--- src/rtl/program_stepper.sv ---
// Program-memory feeder and step-clock generator for the 10-bit processor core.
// It presents the current word on D and moves to the next word only after the processor has consumed it.
module program_stepper #(
    parameter int         DEPTH     = 16,
    parameter int         ADDR_W    = 4,
    parameter int         DIV       = 25_000_000,
    parameter int         PULSE_W   = 4,
    parameter logic [9:0] HALT_WORD = 10'h3FF
) (
    input  logic              CLK50M,
    input  logic              RST,
    input  logic              RUN,
    input  logic              STEP,
    input  logic              TAKE,
    input  logic              LD_EN,
    input  logic [ADDR_W-1:0] LD_ADDR,
    input  logic [9:0]        LD_DATA,
    output logic [9:0]        D,
    output logic              STEP_CLK,
    output logic [ADDR_W-1:0] PC,
    output logic              HALTED
);
    localparam int PW = (DIV > 1) ? $clog2(DIV) : 1;
    localparam int CW = (PULSE_W > 1) ? $clog2(PULSE_W) : 1;

    typedef enum logic [1:0] {S_IDLE, S_HIGH, S_LOW, S_HALT} state_t;

    logic [9:0]        r_mem [DEPTH];
    logic [9:0]        r_d;
    logic [ADDR_W-1:0] r_pc;
    logic [PW-1:0]     r_presc;
    logic [CW-1:0]     r_pcnt;
    logic              r_step_q;
    logic              r_take_q;
    logic              r_step_clk;
    state_t            r_state;

    state_t            w_state_nxt;
    logic              w_req;
    logic              w_clk_nxt;
    logic              w_take_nxt;
    logic [CW-1:0]     w_pcnt_nxt;
    logic [ADDR_W-1:0] w_pc_nxt;

    // The prescaler free-runs while RUN is high, so requests are exactly DIV cycles
    // apart no matter how long a pulse takes; requests outside IDLE are simply lost.
    assign w_req = RUN ? (r_presc == PW'(DIV - 1)) : (STEP & ~r_step_q);

    always_ff @(posedge CLK50M) begin
        if (LD_EN)
            r_mem[LD_ADDR] <= LD_DATA;
    end

    always_ff @(posedge CLK50M) begin
        if (RST) begin
            r_d      <= '0;
            r_presc  <= '0;
            r_step_q <= 1'b0;
        end else begin
            r_d      <= r_mem[r_pc];
            r_step_q <= STEP;
            if (!RUN || r_presc == PW'(DIV - 1))
                r_presc <= '0;
            else
                r_presc <= r_presc + PW'(1);
        end
    end

    always_ff @(posedge CLK50M) begin
        if (RST) begin
            r_state    <= S_IDLE;
            r_step_clk <= 1'b0;
            r_pcnt     <= '0;
            r_take_q   <= 1'b0;
            r_pc       <= '0;
        end else begin
            r_state    <= w_state_nxt;
            r_step_clk <= w_clk_nxt;
            r_pcnt     <= w_pcnt_nxt;
            r_take_q   <= w_take_nxt;
            r_pc       <= w_pc_nxt;
        end
    end

    always_comb begin
        w_state_nxt = r_state;
        w_clk_nxt   = r_step_clk;
        w_pcnt_nxt  = r_pcnt;
        w_take_nxt  = r_take_q;
        w_pc_nxt    = r_pc;
        case (r_state)
            S_IDLE: begin
                // The sentinel is only checked at request time, so one taken as an immediate never halts.
                if (w_req) begin
                    if (r_d == HALT_WORD) begin
                        w_state_nxt = S_HALT;
                    end else begin
                        w_state_nxt = S_HIGH;
                        w_clk_nxt   = 1'b1;
                        w_pcnt_nxt  = '0;
                    end
                end
            end
            S_HIGH: begin
                if (r_pcnt == CW'(PULSE_W - 1)) begin
                    w_take_nxt  = TAKE;
                    w_clk_nxt   = 1'b0;
                    w_state_nxt = S_LOW;
                end else begin
                    w_pcnt_nxt = r_pcnt + CW'(1);
                end
            end
            S_LOW: begin
                if (r_take_q)
                    w_pc_nxt = (r_pc == ADDR_W'(DEPTH - 1)) ? '0 : r_pc + ADDR_W'(1);
                w_state_nxt = S_IDLE;
            end
            default: begin
                w_state_nxt = S_HALT;
            end
        endcase
    end

    assign D        = r_d;
    assign STEP_CLK = r_step_clk;
    assign PC       = r_pc;
    assign HALTED   = (r_state == S_HALT);

endmodule

--- config.mk ---
export PLATFORM = sky130hd
export DESIGN_NAME = program_stepper
export DESIGN_NICKNAME = d
export VERILOG_FILES = /design/src/rtl/program_stepper.sv
export SDC_FILE = /design/constraint.sdc
export NUM_CORES = 1
export LEC_CHECK = 0
export ABC_AREA = 1
export CAP_MARGIN = 30
export CORE_AREA = 5 5 136 138
export CTS_CLUSTER_DIAMETER = 60
export DETAILED_ROUTE_END_ITERATION = 16
export DIE_AREA = 0 0 141 143
export GPL_TIMING_DRIVEN = 0
export PLACE_DENSITY = 0.75
export SYNTH_ARGS = -nofsm -noshare
export SYNTH_HDL_FRONTEND = slang
export SYNTH_SLANG_ARGS = --single-unit
--- constraint.sdc ---
create_clock -name CLK50M -period 3.11 [get_ports CLK50M]
set_input_delay 0.7775 -clock CLK50M [delete_from_list [all_inputs] [get_ports CLK50M]]
set_output_delay 0.7775 -clock CLK50M [all_outputs]
set_load 0.05 [all_outputs]
; ---- Yosys cells after proc, flatten, opt, wreduce, memory -nomap -nowiden
; Memories as Yosys holds them, arrays and structs flattened. A register that Yosys moved wholly into a read port is not among the register bits.
; Index checks and enable logic that the tools add are counted.
; Widths: inputs -> output; s select.
[totals]
word_cells = 50
output_inout_bits = 16
n_memories = 1
latchBits = 0
rom_bits = 0
in_bits = 20
reg_bits = 36
ram_bits = 160
[op_classes]
n_div = 0
addsub = 3
magnitude_cmp = 0
shift = 0
multipliers = 0
mux = 16
n_bitwise = 2
n_eq_ne = 11
n_reduce_logical = 10
[mem_list]
columns = memory, depth, width, rd, rd_ports_with_merged_regs, wr, line_no
row1 = r_mem, 16, 10, 1, 1, 1, 28  ; logic [9:0] r_mem [DEPTH];
[ops]
columns = op, count
row1 = $add 25x1->25 const B, 1
row2 = $eq 25x25->1 const B, 1
row3 = $mux 2, 6
row4 = $eq 10x10->1 const B, 1
row5 = $ne 2x2->1 const B, 4
row6 = $reduce_and 4->1, 2
row7 = $eq 2x2->1 const B, 3
row8 = $mux 1, 6
row9 = $pmux 2 s3, 1
row10 = $reduce_and 2->1, 3
row11 = $add 4x1->4 const B, 1
row12 = $eq 4x4->1 const B, 1
row13 = $mux 4, 1
row14 = $pmux 2 s2, 1
row15 = $add 2x1->2 const B, 1
row16 = $eq 2x1->1 const B, 1
row17 = $logic_not 2->1, 1
row18 = $pmux 1 s2, 1
row19 = $reduce_bool 2->1, 1
row20 = $reduce_or 2->1, 1
row21 = $and 1x1->1, 1
row22 = $logic_not 1->1, 1
row23 = $logic_or 1x1->1, 1
row24 = $not 1->1, 1

; ---- Longest topological paths before layout
[logic_depth]
ltp_word = 5
ltp_mapped = 12
mapped_depth_nobuf = 12

; ---- Least setup slack after synthesis
; OpenSTA, ideal clock, no wires.
[synth_path]
path_kind = input to register
start = in LD_ADDR[2]
end = mem r_mem[10][0] (enable)
setup_time_ps = 376
slack_ps = 1293
required_time_ps = 2734
t_arrival_ps = 1441
path_stages = 2
path_buffers = 0
cell_sequence = nand3b_1 nor2_1
[synth_rtl]
columns = item, line_no
row1 = start: declaration, 16  ; input logic [ADDR_W-1:0] LD_ADDR,
row2 = end: declaration, 28
; No word-level cell before the write port.

; ---- Worst setup path after layout
[layout_path]
start = reg r_pc[1], in the netlist PC[1]
end = out PC[1]
[layout_rtl]
columns = item, line_no
row1 = start: declaration, 30  ; logic [ADDR_W-1:0] r_pc;
row2 = start signal: assignment, 81  ; r_pc <= w_pc_nxt;
row3 = end: declaration, 20  ; output logic [ADDR_W-1:0] PC,
; No word-level cell between the ends.

==> out/metrics.cfg <==
[synthesis]
ys_ff_latch=206
synth_top_area_share_pct=57.0
synth_cell_types=46
seq_area_frac_synth_pct=68.0
netlist_area_um2=8420
synth_top_flop_cell=edfxtp_1
synth_area_leaders=edfxtp_1, dfxtp_1, nor2_1
syn_nets=750
synth-warning-count=0
synth_top_cell_by_area=edfxtp_1
async_reset_ff_share_pct=0
netlist_instances=723
syn_area_per_cell_um2=11.7
synth_edf_count=160

[timing]
finalHoldViolCount=0
fin_worst_skew_ns=0.00785
fmax_ghz=0.367
holdWs_ns=0.450
fin_crit_sh_pct=87.7
tightest_slew_ns=1.05
relSlewSlack_pct=29.8
rsz0062_at_grt=false
maxSlewViolCount=0
min_period_ns=2.73
setup_viol=0
tns_ns=0

[grt]
grt_pass1_vias=5654
overflow=0
antenna_found_initial=0
grt_usage_pct=20.0
grt_max_degree=17
grt_pass1_wl_um=31000

[die]
rows=48
chipHeight_um=143
die_x_um=141
ios=36
core_area_um2=17100
start_util_pct=49.4
die_area_um2=20200

[clock_tree]
clock_latency_ns=0.50
post_cts_resized=0
clock_path_buffers=3
cts_tree=done
cts_buffers=22
clkSlewWorstSetupHoldPaths_ns=0.06
cts.sinks=206
post_cts_buffers=0
h-tree-depth=1
cts-root-buf=clkbuf_16
cts-hold-fix-buffers=0

[layout]
area_delta_synth_final_pct=16.6
fill_cells=1358
instances_no_fill=1025
finalNetCount=814
drive_gt1_share_pct=9.75
diodes=0
multi_input_area_um2=2400
ff_latch_area_um2=5730
final_util_pct=57.6
design_area_um2=9820

[setup_path]
cpPeakStageDelay_ns=0.89
critPathSlowestCell=clkdlybuf4s50_1
r2r_end=D[3]
cp-end-kind=output port
worstPathCellList=clkdlybuf4s50_1
r2r_cells=6
required_ns=2.33
path_delay_family=buffers and inverters
crit_fanout=7
r2r_slack_ns=1.01
crit_cells=1
arrival_ns=1.95
endpoint=PC[1]
cp_num_buf_inv=1
critPathLaunchType=flip-flop
critPathLaunch=PC[1]
crit-reg2reg-launch=PC[0]
critPathKind=reg2out

[place]
port_buffers=35
postPlaceCellArea_um2=9080
dp_hpwl_um=13300
dp.cells=987
gp_congestion=0.926

[drt]
routed_wl_um=20300
wl_per_cell_um=19.8
viasPerCell=5.80
vias=5941
route.detailed.drc=0
drt_iter0_drc=712
drtPass1Iterations=5
drtAntennaViolNets=0

[power]
ir_worst_vdd_v=0.000390
power_density_nw_per_um2=629
clockPowerShare_pct=42.5
pwr-share-seq_pct=50.1
intPower_w=0.00483
power.switching_w=0.00135
p_sw_share_pct=21.8
comb_power_share_pct=7.4
p_leak_nw=3.24

[status]
outcome=complete, no violations

[min_path]
hold_path_class=reg2reg

[flow_run]
cap_viol_max_count=0

==> registers in the layout (all words and copies together), names as in the netlist <==
register,cells
r_mem,160
r_presc,25
D,10
PC,4
r_pcnt,2
r_state,2
STEP_CLK,1
r_step_q,1
r_take_q,1
==> cell usage in the layout (no fill, tap or decap), types with 11 or more instances in the layout <==
cell type	Yosys	final
o22ai_1	11	11
o211ai_1	11	11
o221ai_1	29	29
a21oi_1	23	23
o21ai_0	85	85
nand2_1	48	48
inv_1	36	36
dfxtp_1	46	46
clkbuf_1	22	28
nand3_1	18	18
edfxtp_1	160	160
clkbuf_16	0	23
clkdlybuf4s50_1	0	35
nor2_1	138	138
==> cell type report <==
class	count	share of cell area, %
Buffer	34	1.48
Multi-Input combinational cell	442	24.4
Inverter	41	1.57
Tap cell	225	2.87
Sequential cell	206	58.3
Timing Repair Buffer	40	3.95
Clock inverter	7	1.16
Clock buffer	30	6.23
==> stage by stage <==
stage	setup WS (ns)	total power, W
after floorplan	1.29	0.00344
final	0.383	0.00617
after global placement	0.355	0.00359
after detailed placement	0.390	0.00360
after global routing	0.360	0.00639
after CTS	0.405	0.00620
==> synth_stat cells, drive strengths merged (2+ instances only) <==
cell type	count
a21oi	23
buf	11
clkbuf	23
clkinv	2
dfxtp	46
edfxtp	160
ha	7
inv	39
nand2	54
nand3	26
nand3b	4
nand4	7
nor2	149
nor3	7
nor3b	5
nor4	2
o211ai	11
o21a	3
o21ai	86
o21bai	2
o221ai	29
o22ai	11
or2	3
xnor2	2
xor2	5
==> power groups by stage <==
stage          sequential (W)  clock, W  combinational (W)
6_report              0.00309   0.00262           0.000458
5_1_grt               0.00310   0.00277           0.000515
4_1_cts               0.00309   0.00264           0.000456
3_5_place_dp          0.00315         0           0.000452
3_3_place_gp          0.00315         0           0.000445
2_1_floorplan         0.00318         0           0.000261
==> logic make-up (layout without fill, tap and decap cells) <==
| family | after synthesis | count (layout) | synth area share (%) |
|---|---|---|---|
| flip-flops | 206 | 206 | 68.0 |
| buffers and inverters | 75 | 152 | 3.55 |
| AO/OA/AOI/OAI | 168 | 168 | 12.0 |
| AND/OR/NAND/NOR | 260 | 260 | 14.7 |
| adder cells (fa/ha/maj) | 7 | 7 | 1.04 |
| XOR/XNOR | 7 | 7 | 0.728 |
==> metal layers <==
layer	track usage, %	vias to the layer above	share of wire [%]
met5	0	-	0
met4	8.41	0	4.6
met3	4.35	75	10
met2	31.9	351	45
met1	26.7	2773	39
li1	-	2742	-
==> worst min path at each step <==
stage               start          to  slack (ns)  cells past startpoint
2_1_floorplan  r_presc[0]  r_presc[0]        0.43                      1
3_3_place_gp   r_presc[0]  r_presc[0]        0.44                      1
3_5_place_dp     STEP_CLK    STEP_CLK        0.44                      2
4_1_cts          STEP_CLK    STEP_CLK        0.45                      2
5_1_grt          STEP_CLK    STEP_CLK        0.48                      2
6_report         STEP_CLK    STEP_CLK        0.45                      2
==> tightest hold or removal path: stages (launching register included) <==
cell and delay, ns:
dfxtp_1 0.31, inv_1 0.05, a21oi_1 0.05
Note: power is estimated with default switching activity, not from simulation.
